==> src/rtl/vga_display_timing.sv <==
// VGA raster timing generator: pixel-rate divider, h/v position counters,
// registered sync/bright outputs and a programmable per-frame tick.
module vga_display_timing #(
  parameter int unsigned CLK_DIV     = 4,
  parameter int unsigned H_TOTAL     = 800,
  parameter int unsigned H_SYNC      = 96,
  parameter int unsigned H_START     = 144,
  parameter int unsigned H_END       = 783,
  parameter int unsigned V_TOTAL     = 525,
  parameter int unsigned V_SYNC      = 2,
  parameter int unsigned V_START     = 35,
  parameter int unsigned V_END       = 514,
  parameter int unsigned TICK_FRAMES = 1
) (
  input  logic       clk,
  input  logic       rst,
  output logic       pix_en,
  output logic [9:0] hCount,
  output logic [9:0] vCount,
  output logic       hSync,
  output logic       vSync,
  output logic       bright,
  output logic       frame_tick,
  output logic [7:0] frame_count
);

  localparam int unsigned DW = $clog2(CLK_DIV);

  localparam logic [DW-1:0] DIV_LAST  = DW'(CLK_DIV - 1);
  localparam logic [9:0]    H_LAST    = 10'(H_TOTAL - 1);
  localparam logic [9:0]    V_LAST    = 10'(V_TOTAL - 1);
  localparam logic [9:0]    H_SYNC_C  = 10'(H_SYNC);
  localparam logic [9:0]    V_SYNC_C  = 10'(V_SYNC);
  localparam logic [9:0]    H_START_C = 10'(H_START);
  localparam logic [9:0]    H_END_C   = 10'(H_END);
  localparam logic [9:0]    V_START_C = 10'(V_START);
  localparam logic [9:0]    V_END_C   = 10'(V_END);
  localparam logic [7:0]    TICK_LAST = 8'(TICK_FRAMES - 1);

  logic [DW-1:0] div, div_next;
  logic [9:0]    h_next, v_next;
  logic [7:0]    tick_cnt;
  logic          frame_end;
  logic          tick_hit;

  always_comb begin
    div_next = (div == DIV_LAST) ? '0 : div + 1'b1;
  end

  always_comb begin
    h_next    = hCount;
    v_next    = vCount;
    frame_end = 1'b0;
    if (pix_en) begin
      if (hCount == H_LAST) begin
        h_next = '0;
        if (vCount == V_LAST) begin
          v_next    = '0;
          frame_end = 1'b1;
        end else begin
          v_next = vCount + 1'b1;
        end
      end else begin
        h_next = hCount + 1'b1;
      end
    end
    tick_hit = frame_end && (tick_cnt == TICK_LAST);
  end

  // Sync/bright decode the next position so they switch on the same edge as the counters.
  always_ff @(posedge clk or posedge rst) begin
    if (rst) begin
      div         <= '0;
      pix_en      <= 1'b0;
      hCount      <= '0;
      vCount      <= '0;
      hSync       <= 1'b0;
      vSync       <= 1'b0;
      bright      <= 1'b0;
      frame_tick  <= 1'b0;
      frame_count <= '0;
      tick_cnt    <= '0;
    end else begin
      div        <= div_next;
      pix_en     <= (div_next == DIV_LAST);
      hCount     <= h_next;
      vCount     <= v_next;
      hSync      <= (h_next >= H_SYNC_C);
      vSync      <= (v_next >= V_SYNC_C);
      bright     <= (h_next >= H_START_C) && (h_next <= H_END_C) &&
                    (v_next >= V_START_C) && (v_next <= V_END_C);
      frame_tick <= tick_hit;
      if (frame_end) begin
        frame_count <= frame_count + 1'b1;
        tick_cnt    <= tick_hit ? '0 : tick_cnt + 1'b1;
      end
    end
  end

endmodule

==> config.mk <==
export PLATFORM = sky130hd
export DESIGN_NAME = vga_display_timing
export DESIGN_NICKNAME = d
export VERILOG_FILES = /design/src/rtl/vga_display_timing.sv
export SDC_FILE = /design/constraint.sdc
export NUM_CORES = 1
export LEC_CHECK = 0
export CAP_MARGIN = 20
export CELL_PAD_IN_SITES_DETAIL_PLACEMENT = 2
export CELL_PAD_IN_SITES_GLOBAL_PLACEMENT = 2
export CORE_ASPECT_RATIO = 0.7
export CORE_MARGIN = 2
export CORE_UTILIZATION = 37
export DETAILED_ROUTE_END_ITERATION = 8
export PLACE_DENSITY = 0.82
export SKIP_CTS_REPAIR_TIMING = 1
export SLEW_MARGIN = 30
export SYNTH_ARGS = -nofsm -noshare
export SYNTH_HDL_FRONTEND = slang
export SYNTH_SLANG_ARGS = --single-unit
==> constraint.sdc <==
create_clock -name clk -period 3.5 [get_ports clk]
set_input_delay 0.875 -clock clk [delete_from_list [all_inputs] [get_ports clk]]
set_output_delay 0.875 -clock clk [all_outputs]
set_load 0.02 [all_outputs]
==> key figures, run 1 <==
Logic synthesis
  • Most common cell in the synthesized netlist: dfrtp_1
  • Commonest cells in the netlist: dfrtp_1, nand2_1, nand3_1
  • YS warnings: 0
  • Syn_area_per_cell: 10.38 sq um
  • Yosys cell types: 49
  • Synth Instances: 221
  • Post-Synth XOR/XNOR Area: under 10%
  • Top cell type by total area after synthesis: dfrtp_1
  • Post-Syn Nets: approximately 230
  • Post-synth ARST share: between 90% and 100%
  • Register area share after synthesis: between 40% and 50%
  • Post-synthesis simple-gate area fraction: 25.63%
  • Synth Area in Compound Gates: 9.760%
  • Synth area leaders: dfrtp_1, xnor2_1, nand2_1, ha_1, nand3_1
  • Largest family of logic cells by synthesized area: simple AND/OR/NAND/NOR gates
  • Dominant synthesized flop cell: dfrtp_1
  • Synth Register Bits: 43
  • Post-Synth Adder-Cell Area: 4.362%
  • Mux cell area share after synthesis: 0.4362%
  • EDFF count, synth: 0
  • Post-synth top area share: about 47%
  • Syn Std Cell Area: 2295 sq um

Detailed routing
  • Wl on met1: 3.259 mm
  • Detailed Routing Iterations Pass 1: 4
  • # DRC: 0
  • Highest metal used: met4
  • Via count: about 1800
  • Detail Route Antenna Nets: 0
  • Met3 WL: 158 microns
  • DR vias/cell: ~5.5
  • Met2 WL post-DR: 2.721 mm
  • WL per Instance: 18.75 microns
  • 1st-iter DRT viols: 63
  • DRT Wirelength: 6.243 mm

Global routing
  • Gr usage total: 19.60%
  • Largest net degree at the start of global routing: 32
  • Number of global-route vias before repair: 1987
  • First-pass GRT wire length: 10.63 mm
  • Gr ovfl total: 0
  • Initial antenna violation count: 0

Power and ir drop
  • Maximum VDD drop: 0.3219 mV
  • Switching share of total power: roughly a fifth
  • Switch Pwr: 0.0001933 W
  • Sequential share of power: 53.6%
  • Combinational Power Share: 1.3%
  • Pint: about 0.00073 W
  • Clock power share: between 40% and 50%
  • Leak: around 1.2 nW
  • Cell Pwr Density: about 330 nW/um^2

Timing
  • Crit path time final: 2.620 ns
  • Hold Fails Final Rpt: 0
  • FMAX: 0.3817 GHz
  • Relative slew slack: around 60%
  • Worst slew pin tran: 0.5767 ns
  • Min setup slack post-route: 0.8803 ns
  • Tcrit/Tclk final: 74.85%
  • Slew Limit Fails: 0
  • RSZ-0062 raised after global routing: no
  • Worst Skew: 0.007873 ns
  • Fin Hold WS: 0.4695 ns
  • Finish-stage setup viols: 0
  • Setup_tns: 0 ns

Floorplanning
  • Starting Density: 39.28%
  • Boundary Pins: 35
  • DIE AREA: 6858 sq um
  • Site Rows: 23
  • Core Area: 5842 sq um
  • Width of the die: 98.13 microns
  • Die Ht: around 70 microns

Min path
  • Worst hold-check path type: flop to flop
  • Hold depth: 1
  • Hold Path Sink: div[0]
  • Worst Min Path Start: div[0]

CTS
  • CTS Buf Count: 5
  • CTS root buffer: clkbuf_8
  • Reg clk slew, reported paths: 0.09 ns
  • Clk Latency, worst-skew pair: 0.30 ns
  • CTS tree: yes
  • H-tree levels: 2
  • TritonCTS Sinks: 43
  • CTS Buffer Depth: 2

Critical path
  • CP Capture Type: flop
  • Critical Path Fanout Max: 11
  • Worst setup SP type: flop
  • CP max-delay cell: and4_1
  • WP data arrival: ~2.9 ns
  • R2R Setup Slk: 0.88 ns
  • Reg-to-Reg End: bright
  • Critical R2R Launch: hCount[0]
  • Max stage delay on crit path: 0.53 ns
  • Worst R2R Path Depth: 7
  • CP Cell Sequence: ha_1, and4_1, and4_1, nand3_1, o22a_1, a211o_1, a31oi_1
  • Worst Path Required: ~3.7 ns
  • Most numerous cell on the critical path: and4_1
  • Setup CP Type: flop to flop

Placed design
  • Gpl congestion: 0.7820
  • Final HPWL DP: 4.409 mm
  • Buffers on Ports: 34
  • Place WS: 0.9380 ns
  • Placed Area: 2665 sq um

Run
  • Max Cap Viol: 0

Cells and area
  • Share of cells above drive strength 1: 9.302%
  • Final #Nets: 267
  • Ant diodes: 0
  • Final core occ: ~48%
  • Area Overhead vs Synth: 21.43%
  • Design Area, Final: ~2800 sq um

Status
  • Outcome: completed
## metrics by stage
stage,cells,total power [W]
floorplan,221,0.0005135
global placement,325,0.0005187
detailed placement,325,0.0005189
CTS,333,0.0009417
global route,333,0.0009592
finish,333,0.0009262
## worst max-delay path, delay by kind of cell, from the launching register on
family          cells  cell delay, ns
compound gates      3            0.73
fa+ha+maj           1            0.25
flops               1            0.45
simple gates        3            1.12
## area by class of cell
cell class	count	area, sq um
Clock buffer	6	82.58
Clock inverter	2	38.79
Fill cell	622	3055
Inverter	9	33.78
Multi-Input combinational cell	162	1106
Sequential cell	43	1076
Tap cell	75	93.84
Timing Repair Buffer	36	355.3
## flip-flops by register name, indices dropped and copies added, names as in the netlist
signal and count:
frame_tick 1, pix_en 1, frame_count 8, bright 1
hCount 10, tick_cnt 8, vCount 10, div 2
vSync 1, hSync 1
## power groups by stage
stage / Combinational, W / Sequential, W / Clock, W
floorplan: 0.00000729 / 0.000506 / 0
global placement: 0.0000125 / 0.000506 / 0
detailed placement: 0.0000126 / 0.000506 / 0
CTS: 0.0000126 / 0.000496 / 0.000433
global route: 0.0000139 / 0.000496 / 0.000449
finish: 0.0000117 / 0.000496 / 0.000418
## cell families after synthesis
kind of cell,after synthesis
flip-flops,43
buffers and inverters,16
XOR/XNOR,21
multiplexers,1
AND/OR/NAND/NOR,99
adder cells (fa/ha/maj),8
AO/OA/AOI/OAI,33
## worst max path at each step
stage	start	end	slack [ns]
2_1_floorplan	vCount[0]	frame_count[6]	1.17
3_3_place_gp	vCount[0]	tick_cnt[7]	1.01
3_5_place_dp	hCount[0]	frame_count[7]	0.94
4_1_cts	pix_en	pix_en	0.88
5_1_grt	hCount[0]	frame_count[7]	0.65
6_report	hCount[0]	bright	0.88
## layout by cell type (no fill, tap or decap), drive strengths merged, types with 3 or more instances in the layout
| cell type | n |
|---|---|
| o21ai | 11 |
| nor4 | 4 |
| clkbuf | 6 |
| a211o | 3 |
| nand3 | 17 |
| nand2 | 31 |
| inv | 9 |
| xnor2 | 14 |
| a21oi | 4 |
| dfrtp | 43 |
| nor2 | 11 |
| xor2 | 7 |
| a31oi | 3 |
| and4 | 5 |
| ha | 8 |
| and3 | 6 |
| clkdlybuf4s50 | 34 |
| nand4 | 10 |
## per-layer routing
| metal | track usage, % | vias to the layer above |
|---|---|---|
| li1 | - | 864 |
| met4 | 4.475 | 0 |
| met3 | 4.705 | 10 |
| met1 | 28.48 | 921 |
| met2 | 29.76 | 23 |
| met5 | 0 | - |
Power figures use the tool's default switching activity.
==> inputs of run 2 (changes only) <==
CORE_UTILIZATION = 31   (was 37)
PLACE_DENSITY = 0.73   (was 0.82)
clock period = 2.2 ns   (was 3.5 ns; I/O delays follow)
==> run 2 against run 1 <==
Compared with the run above: the run now ends with setup timing left; sequential share of layout area shrank 4.9 points; highest routed layer unchanged; sequential cell count is the same; register-to-register slack lost 1.1 ns; clock-buffer cell count is the same; die area grew 18%; core utilization shrank 3.2 points.
==> key figures, run 2 (synthesized netlist as in run 1, its figures left out) <==
Min path
  • Hold depth: 1 (unchanged)
  • Hold Path Sink: div[0] (unchanged)
  • Worst Min Path Start: div[0] (unchanged)
  • Worst hold-check path type: flop to flop (unchanged)

Critical path
  • Reg-to-Reg End: bright (unchanged)
  • Setup CP Type: flop to flop (unchanged)
  • Delay-heaviest family, CP: simple AND/OR/NAND/NOR gates (unchanged)
  • Worst setup SP type: flop (unchanged)
  • Max stage delay on crit path: 0.43 ns (was 0.53 ns)
  • CP bufs+invs: 1 (was 0)
  • R2R Setup Slk: -0.21 ns (was 0.88 ns)
  • CP Cell Sequence: ha_1, and4_1, buf_4, nand4_1, or3_1, a21oi_2, nand4_1, a31oi_2 (was ha_1, and4_1, and4_1, nand3_1, o22a_1, a211o_1, a31oi_1)
  • CP Capture Type: flop (unchanged)
  • CP max-delay cell: or3_1 (was and4_1)
  • Most numerous cell on the critical path: nand4_1 (was and4_1)
  • Worst R2R Path Depth: 8 (was 7)
  • Critical Path Fanout Max: 5 (was 11)
  • WP data arrival: 2.63 ns (was 2.85 ns)
  • Worst Path Required: 2.43 ns (was 3.73 ns)
  • Critical R2R Launch: hCount[0] (unchanged)

CTS
  • CTS root buffer: clkbuf_8 (unchanged)
  • H-tree levels: 2 (unchanged)
  • TritonCTS Sinks: 43 (unchanged)
  • CTS Buf Count: 5 (unchanged)
  • CTS tree: yes (unchanged)
  • Clk Latency, worst-skew pair: 0.30 ns (about the same)
  • CTS Buffer Depth: 2 (unchanged)
  • Reg clk slew, reported paths: 0.09 ns (about the same)

Global routing
  • Gr usage total: 18.26% (was 19.60%)
  • Initial antenna violation count: 0 (unchanged)
  • Number of global-route vias before repair: 2135 (was 1987)
  • Grt met3 use: 3.507% (was 4.705%)
  • Gr ovfl total: 0 (unchanged)
  • First-pass GRT wire length: 11.52 mm (was 10.63 mm)
  • Met1 GRT Util: 26.65% (was 28.48%)
  • Largest net degree at the start of global routing: 19 (was 32)
  • Met2 usage: 28.41% (was 29.76%)
  • Most Used Layer, Global Route: met2 (unchanged)

Cells and area
  • Ant diodes: 0 (unchanged)
  • Final core occ: 44.46% (was 47.70%)
  • Area Overhead vs Synth: 39.91% (was 21.43%)
  • Largest registers: hCount x10, vCount x10 (unchanged)
  • Design Area, Final: 3211 sq um (was 2786 sq um)
  • Final #Nets: 307 (was 267)
  • Commonest non-fill, non-tap cell in the layout: dfrtp_1 (unchanged)
  • Filler cell count in the final layout: 793 (was 622)
  • Commonest non-fill, non-tap cells in the layout: dfrtp_1, buf_4, clkdlybuf4s50_1 (was dfrtp_1, clkdlybuf4s50_1, nand2_1)
  • Share of cells above drive strength 1: 27.85% (was 9.302%)

Detailed routing
  • Detailed Routing Iterations Pass 1: 4 (unchanged)
  • # DRC: 0 (unchanged)
  • DR vias/cell: 5.114 (was 5.459)
  • WL per Instance: 18.68 microns (was 18.75 microns)
  • Detail Route Antenna Nets: 0 (unchanged)
  • 1st-iter DRT viols: 56 (was 63)
  • DRT Wirelength: 7.396 mm (was 6.243 mm)
  • Via count: 2025 (was 1818)

Placed design
  • Placed Area: 3004 sq um (was 2665 sq um)
  • Final HPWL DP: 5.244 mm (was 4.409 mm)
  • Buffers on Ports: 34 (unchanged)
  • Gpl congestion: 0.8004 (was 0.7820)

Timing
  • Hold Fails Final Rpt: 0 (unchanged)
  • Tcrit/Tclk final: 109.4% (was 74.85%)
  • Relative slew slack: 65.94% (was 61.55%)
  • FMAX: 0.4156 GHz (was 0.3817 GHz)
  • Finish-stage setup viols: 9 (was 0)
  • Slew Limit Fails: 0 (unchanged)
  • Worst slew pin tran: 0.5078 ns (was 0.5767 ns)
  • Min setup slack post-route: -0.2059 ns (was 0.8803 ns)
  • Worst Skew: 0.009480 ns (was 0.007873 ns)
  • Fin Hold WS: 0.4670 ns (was 0.4695 ns)
  • RSZ-0062 raised after global routing: yes (was no)
  • Crit path time final: 2.406 ns (was 2.620 ns)

Power and ir drop
  • Maximum VDD drop: 0.2063 mV (was 0.3219 mV)
  • Cell Pwr Density: 449.7 nW/um^2 (was 332.4 nW/um^2)
  • Leak: 1.426 nW (was 1.223 nW)
  • Total power: 0.001444 W (was 0.0009262 W)

Floorplanning
  • Core Area: 7222 sq um (was 5842 sq um)
  • Starting Density: 31.77% (was 39.28%)
  • Boundary Pins: 35 (unchanged)
  • Site Rows: 26 (was 23)
  • DIE AREA: 8118 sq um (was 6858 sq um)
  • Width of the die: 106.8 microns (was 98.13 microns)
  • Die Ht: 75.99 microns (was 69.89 microns)

Status
  • Failing checks: setup timing
  • Outcome: finished, violations left (was completed)

Run
  • Max Cap Viol: 0 (unchanged)
[run 2: cell types whose count changed in the layout (fill, tap and decap cells not counted), sizes merged]
cell	previous run	this run
buf	2	42
clkinvlp	0	1
inv	9	8
[run 2: metrics by stage]
step | instances | setup WS (ns) | setup TNS, ns
finish | 396 | -0.2059 | -0.7516
global route | 396 | -0.3878 | -2.012
CTS | 395 | -0.1675 | -1.019
detailed placement | 387 | -0.1278 | -0.5788
global placement | 387 | -0.1724 | -0.1833
floorplan | 221 | -0.01446 | -0.01446
[run 2: power breakdown]
| part | internal [W] | switching [W] |
|---|---|---|
| logic | 0.00000747 | 0.0000177 |
| registers | 0.000789 | 0 |
| clock network | 0.000339 | 0.000290 |
[run 2: worst max path at each step]
stage,start,endpoint,depth (start not counted)
floorplan,vCount[0],frame_count[6],9
global placement,vCount[0],frame_count[7],8
detailed placement,vCount[1],frame_count[7],8
CTS,vCount[1],bright,9
global route,hCount[6],bright,7
finish,hCount[0],bright,8
[run 2: layout make-up]
class	instances	area, sq um	share of cell area, %
multi-input combinational	162	1180	36.75
sequential	43	1081	33.67
timing repair buffer	76	683.2	21.28
tap	98	122.6	3.819
clock buffer	6	72.57	2.260
clock inverter	2	37.54	1.169
inverter	9	33.78	1.052
[run 2: routing by layer]
| layer | vias up | wire [microns] |
|---|---|---|
| li1 | 941 | - |
| met1 | 1053 | 3535 |
| met2 | 25 | 3613 |
| met3 | 6 | 186 |
| met4 | 0 | 60 |
| met5 | - | 0 |
==> variant 1, RTL diff (flow settings as in run 2) <==
Reset style: synchronous (`rst`), changed in one clocked block.
--- a/src/rtl/vga_display_timing.sv
+++ b/src/rtl/vga_display_timing.sv
@@ -69,5 +69,5 @@
 
   // Sync/bright decode the next position so they switch on the same edge as the counters.
-  always_ff @(posedge clk or posedge rst) begin
+  always_ff @(posedge clk) begin
     if (rst) begin
       div         <= '0;
Behaviour: differs if rst is asserted again (counterexample within 4 cycles, from zero or initial values and one cycle with rst high); with rst held inactive, the same outputs for 10 cycles.
==> variant 1 against run 2 <==
The run still ends with negative setup slack left; utilization rose by 3.0 points; wire length increased by 13%; total power is 1.4% higher; synthesized area fell by 1.6%; final area increased by 2.2%; worst setup slack worse by 130 ps; clock power hardly changed; sequential cell count did not move; fmax fell by 5.0%; via count rose by 13%; critical path type unchanged; largest power group unchanged.
==> variant 1: results (changes against run 2) <==
via count=2293 (+13%); Clock power frac=0.429 (-0.007); Slowest-stage cell, CP=or4_4; library cells used by synthesis=51 (+4.1%); Total Routing Usage GR=0.206 (+0.0232); failing checks=negative setup slack; layout cells sized above 1=0.270 (-0.00817); Final setup viols=23 (+14); Slew @ Worst Pin=468 ps (-39.7 ps); Post-DP HPWL=5970 um (+14%); GR met2 Demand/Resource=0.326 (+0.0421); worst setup slack after layout=-332 ps (-126 ps); Worst path max stage delay=530 ps (+100 ps); first-pass GRT wire length=12600 um (+9.8%); CP max FO=3 (-2); Final nets=353 (+15%); Detail Route met2 WL=3750 um (+3.9%); post-synthesis mux area share=0.00443 (+0.0000701); post-synth net total=276 (+19%); setup TNS=-4110 ps (-3360 ps); Synth Area in XOR/XNOR=0.105 (+0.0246); Clock Skews=4.56 ps (-4.93 ps); met1 usage=0.298 (+0.0318); synth top area cells=dfxtp_1, xnor2_1, nor2_1; status=complete, but fails checks
## variant 1: through the flow
step | util | cells | total power, W | setup slack (ps)
finish | 0.475 | 438 | 0.00146 | -332
global route | 0.475 | 438 | 0.00152 | -379
CTS | 0.450 | 432 | 0.00147 | -356
detailed placement | 0.434 | 424 | 0.000854 | -320
global placement | 0.434 | 424 | 0.000852 | -56.9
floorplan | - | 266 | 0.000832 | -85.3
## variant 1: worst paths after layout
check	start	end	slack (ps)	cells past startpoint
max	vCount[1]	bright	-330	8
min	div[0]	div[0]	470	1
max reg2reg	vCount[1]	bright	-330	8
min reg2reg	div[0]	div[0]	470	1
## variant 1: area by class of cell
type | count | area [um^2]
flip-flops and latches | 43 | 871
repair buffers | 83 | 719
fillers | 755 | 3630
well taps | 94 | 118
clock inverters | 1 | 30.0
inverters | 9 | 38.8
clock buffers | 7 | 76.3
multi-input cells | 201 | 1430
==> variant 2, RTL diff (settings of run 2) <==
Made on the original files. The parameter `CLK_DIV` goes from 4 to 8.
--- a/src/rtl/vga_display_timing.sv
+++ b/src/rtl/vga_display_timing.sv
@@ -2,5 +2,5 @@
 // registered sync/bright outputs and a programmable per-frame tick.
 module vga_display_timing #(
-  parameter int unsigned CLK_DIV     = 4,
+  parameter int unsigned CLK_DIV     = 8,
   parameter int unsigned H_TOTAL     = 800,
   parameter int unsigned H_SYNC      = 96,
Check against the original RTL: not equivalent (a bounded check fails within 4 cycles, from zero or initial values and one cycle with rst high).
==> variant 2 against run 2 <==
The flow still finishes with violations (negative setup slack); synthesized cell count increased by 5.9%; final area up 2.1%; sequential cell count increased by 1; total power down 5.2%; via count rose by 4.6%; clock skew fell by 1.6 ps; cell count is 4.0% higher; critical endpoint unchanged; worst setup slack improved by 150 ps; wire length rose by 4.5%; critical path depth shrank 1; combinational power down 10%; synthesized area is 0.27% higher; highest routed layer unchanged; count of clock-buffer cells in the layout is the same.
==> variant 2: results (changes against run 2) <==
status=complete, but fails checks; failing checks=negative setup slack; Post-DP HPWL=5640 um (+7.6%); M1 wire length=3990 um (+13%); first-pass GRT wire length=12200 um (+6.3%); Final setup viols=1 (-8); Total Wirelength=7730 um (+4.5%); part of the Yosys area used for sequential elements=0.479 (+0.00960); # diodes=0 (unchanged); pin count of the biggest net entering global routing=45 (+26); Total Routing Usage GR=0.195 (+0.0124); FILL cells=770 (-2.9%); Detail Route met2 WL=3430 um (-5.2%); Gate Count Post-Synth=234 (+5.9%); Slew @ Worst Pin=396 ps (-111 ps); Placed Cells incl. Taps=398 (+2.8%); Layout Cells excl Fill=412 (+4.0%); Worst VDD drop=0.188 mV (-8.8%); async set-reset flop share out of synthesis=1.00 (unchanged); Hold WS=463 ps (-4.45 ps); GP Congestion=0.794 (-0.81%); leakage power=1.47 nW (+3.2%); switching share of power=0.223 (+0.00957); WL met3=214 um (+15%); post-synth net total=245 (+6.1%); Final nets=324 (+5.5%); layout cells sized above 1=0.255 (-0.0237); library cells used by synthesis=43 (-12%); Top Registers=hCount: 10 flops, vCount: 10 flops; commonest cells in the netlist=dfrtp_1, nand2_1, o21ai_0; CP Data Arrival Time=2480 ps (-150 ps); DP Worst Slack=-129 ps (-1.44 ps); setup TNS=-55.8 ps (+696 ps); synth top area cells=dfrtp_1, xnor2_1, ha_1; vias in the first global route=2205 (+3.3%); CP max FO=5 (unchanged); worst setup slack after layout=-55.8 ps (+150 ps); root buffer cell=clkbuf_8; DR iter-0 viols=98 (+75%); vias per inst=5.14 (+0.53%); Worst Reg-to-Reg Cells=7 (-1); Clock Skews=7.87 ps (-1.61 ps); worst skew pair latency=300 ps (about the same)
variant 2: cell count changes in the layout (fill, tap and decap cells not counted), sizes merged, moves of 3 or more:
cell / run 2 / this run
nand2: 31 / 25
o21ai: 11 / 17
and2: 1 / 6
buf: 42 / 46
a211o: 3 / 0
a211oi: 1 / 4
inv: 8 / 11
or4: 1 / 4
variant 2: layout make-up:
type,count,share of cell area
multi-input cells,171,0.370
clock buffers,6,0.0252
flip-flops and latches,44,0.339
inverters,11,0.0126
clock inverters,2,0.00305
repair buffers,80,0.213
well taps,98,0.0374
variant 2: worst paths after layout:
check                                from        end
worst max-delay path            hCount[0]     bright
worst min-delay path               div[0]     div[0]
worst max register to register  hCount[0]     bright
worst min register to register     div[0]     div[0]
max in group asynchronous             rst  vCount[2]
min in group asynchronous             rst      vSync
variant 2: worst max-delay path: stages, from the launching register on:
cell      delay (ps)
dfrtp_2          390
ha_4             140
and4bb_2         290
nand3_2           90
or4_1            400
and3_4           200
or4_4            480
a211oi_2         190
variant 2: power by group through the flow:
stage	clock network (W)	logic (W)	registers (W)
global placement	0	0.0000237	0.000824
global route	0.000587	0.0000261	0.000808
detailed placement	0	0.0000238	0.000824
CTS	0.000553	0.0000240	0.000808
floorplan	0	0.0000119	0.000824
finish	0.000539	0.0000226	0.000808
variant 2: per-stage QoR:
| step | util | area, um^2 |
|---|---|---|
| 6_report | 0.452 | 3280 |
| 5_1_grt | 0.452 | 3280 |
| 4_1_cts | 0.437 | 3170 |
| 3_5_place_dp | 0.424 | 3080 |
| 3_3_place_gp | 0.424 | 3080 |
| 2_1_floorplan | - | 2350 |
variant 2: layer usage:
layer,track usage,vias up
li1,-,1003
met1,0.312,1074
met2,0.270,32
met3,0.0334,9
met4,0.0468,0
met5,0,-
variant 2: cell families after synthesis:
| group | share of synthesized area |
|---|---|
| AND/OR/NAND/NOR | 0.248 |
| XOR/XNOR | 0.0799 |
| flip-flops | 0.479 |
| adder cells (fa/ha/maj) | 0.0489 |
| multiplexers | 0.0141 |
| AO/OA/AOI/OAI | 0.0952 |
| buffers and inverters | 0.0353 |
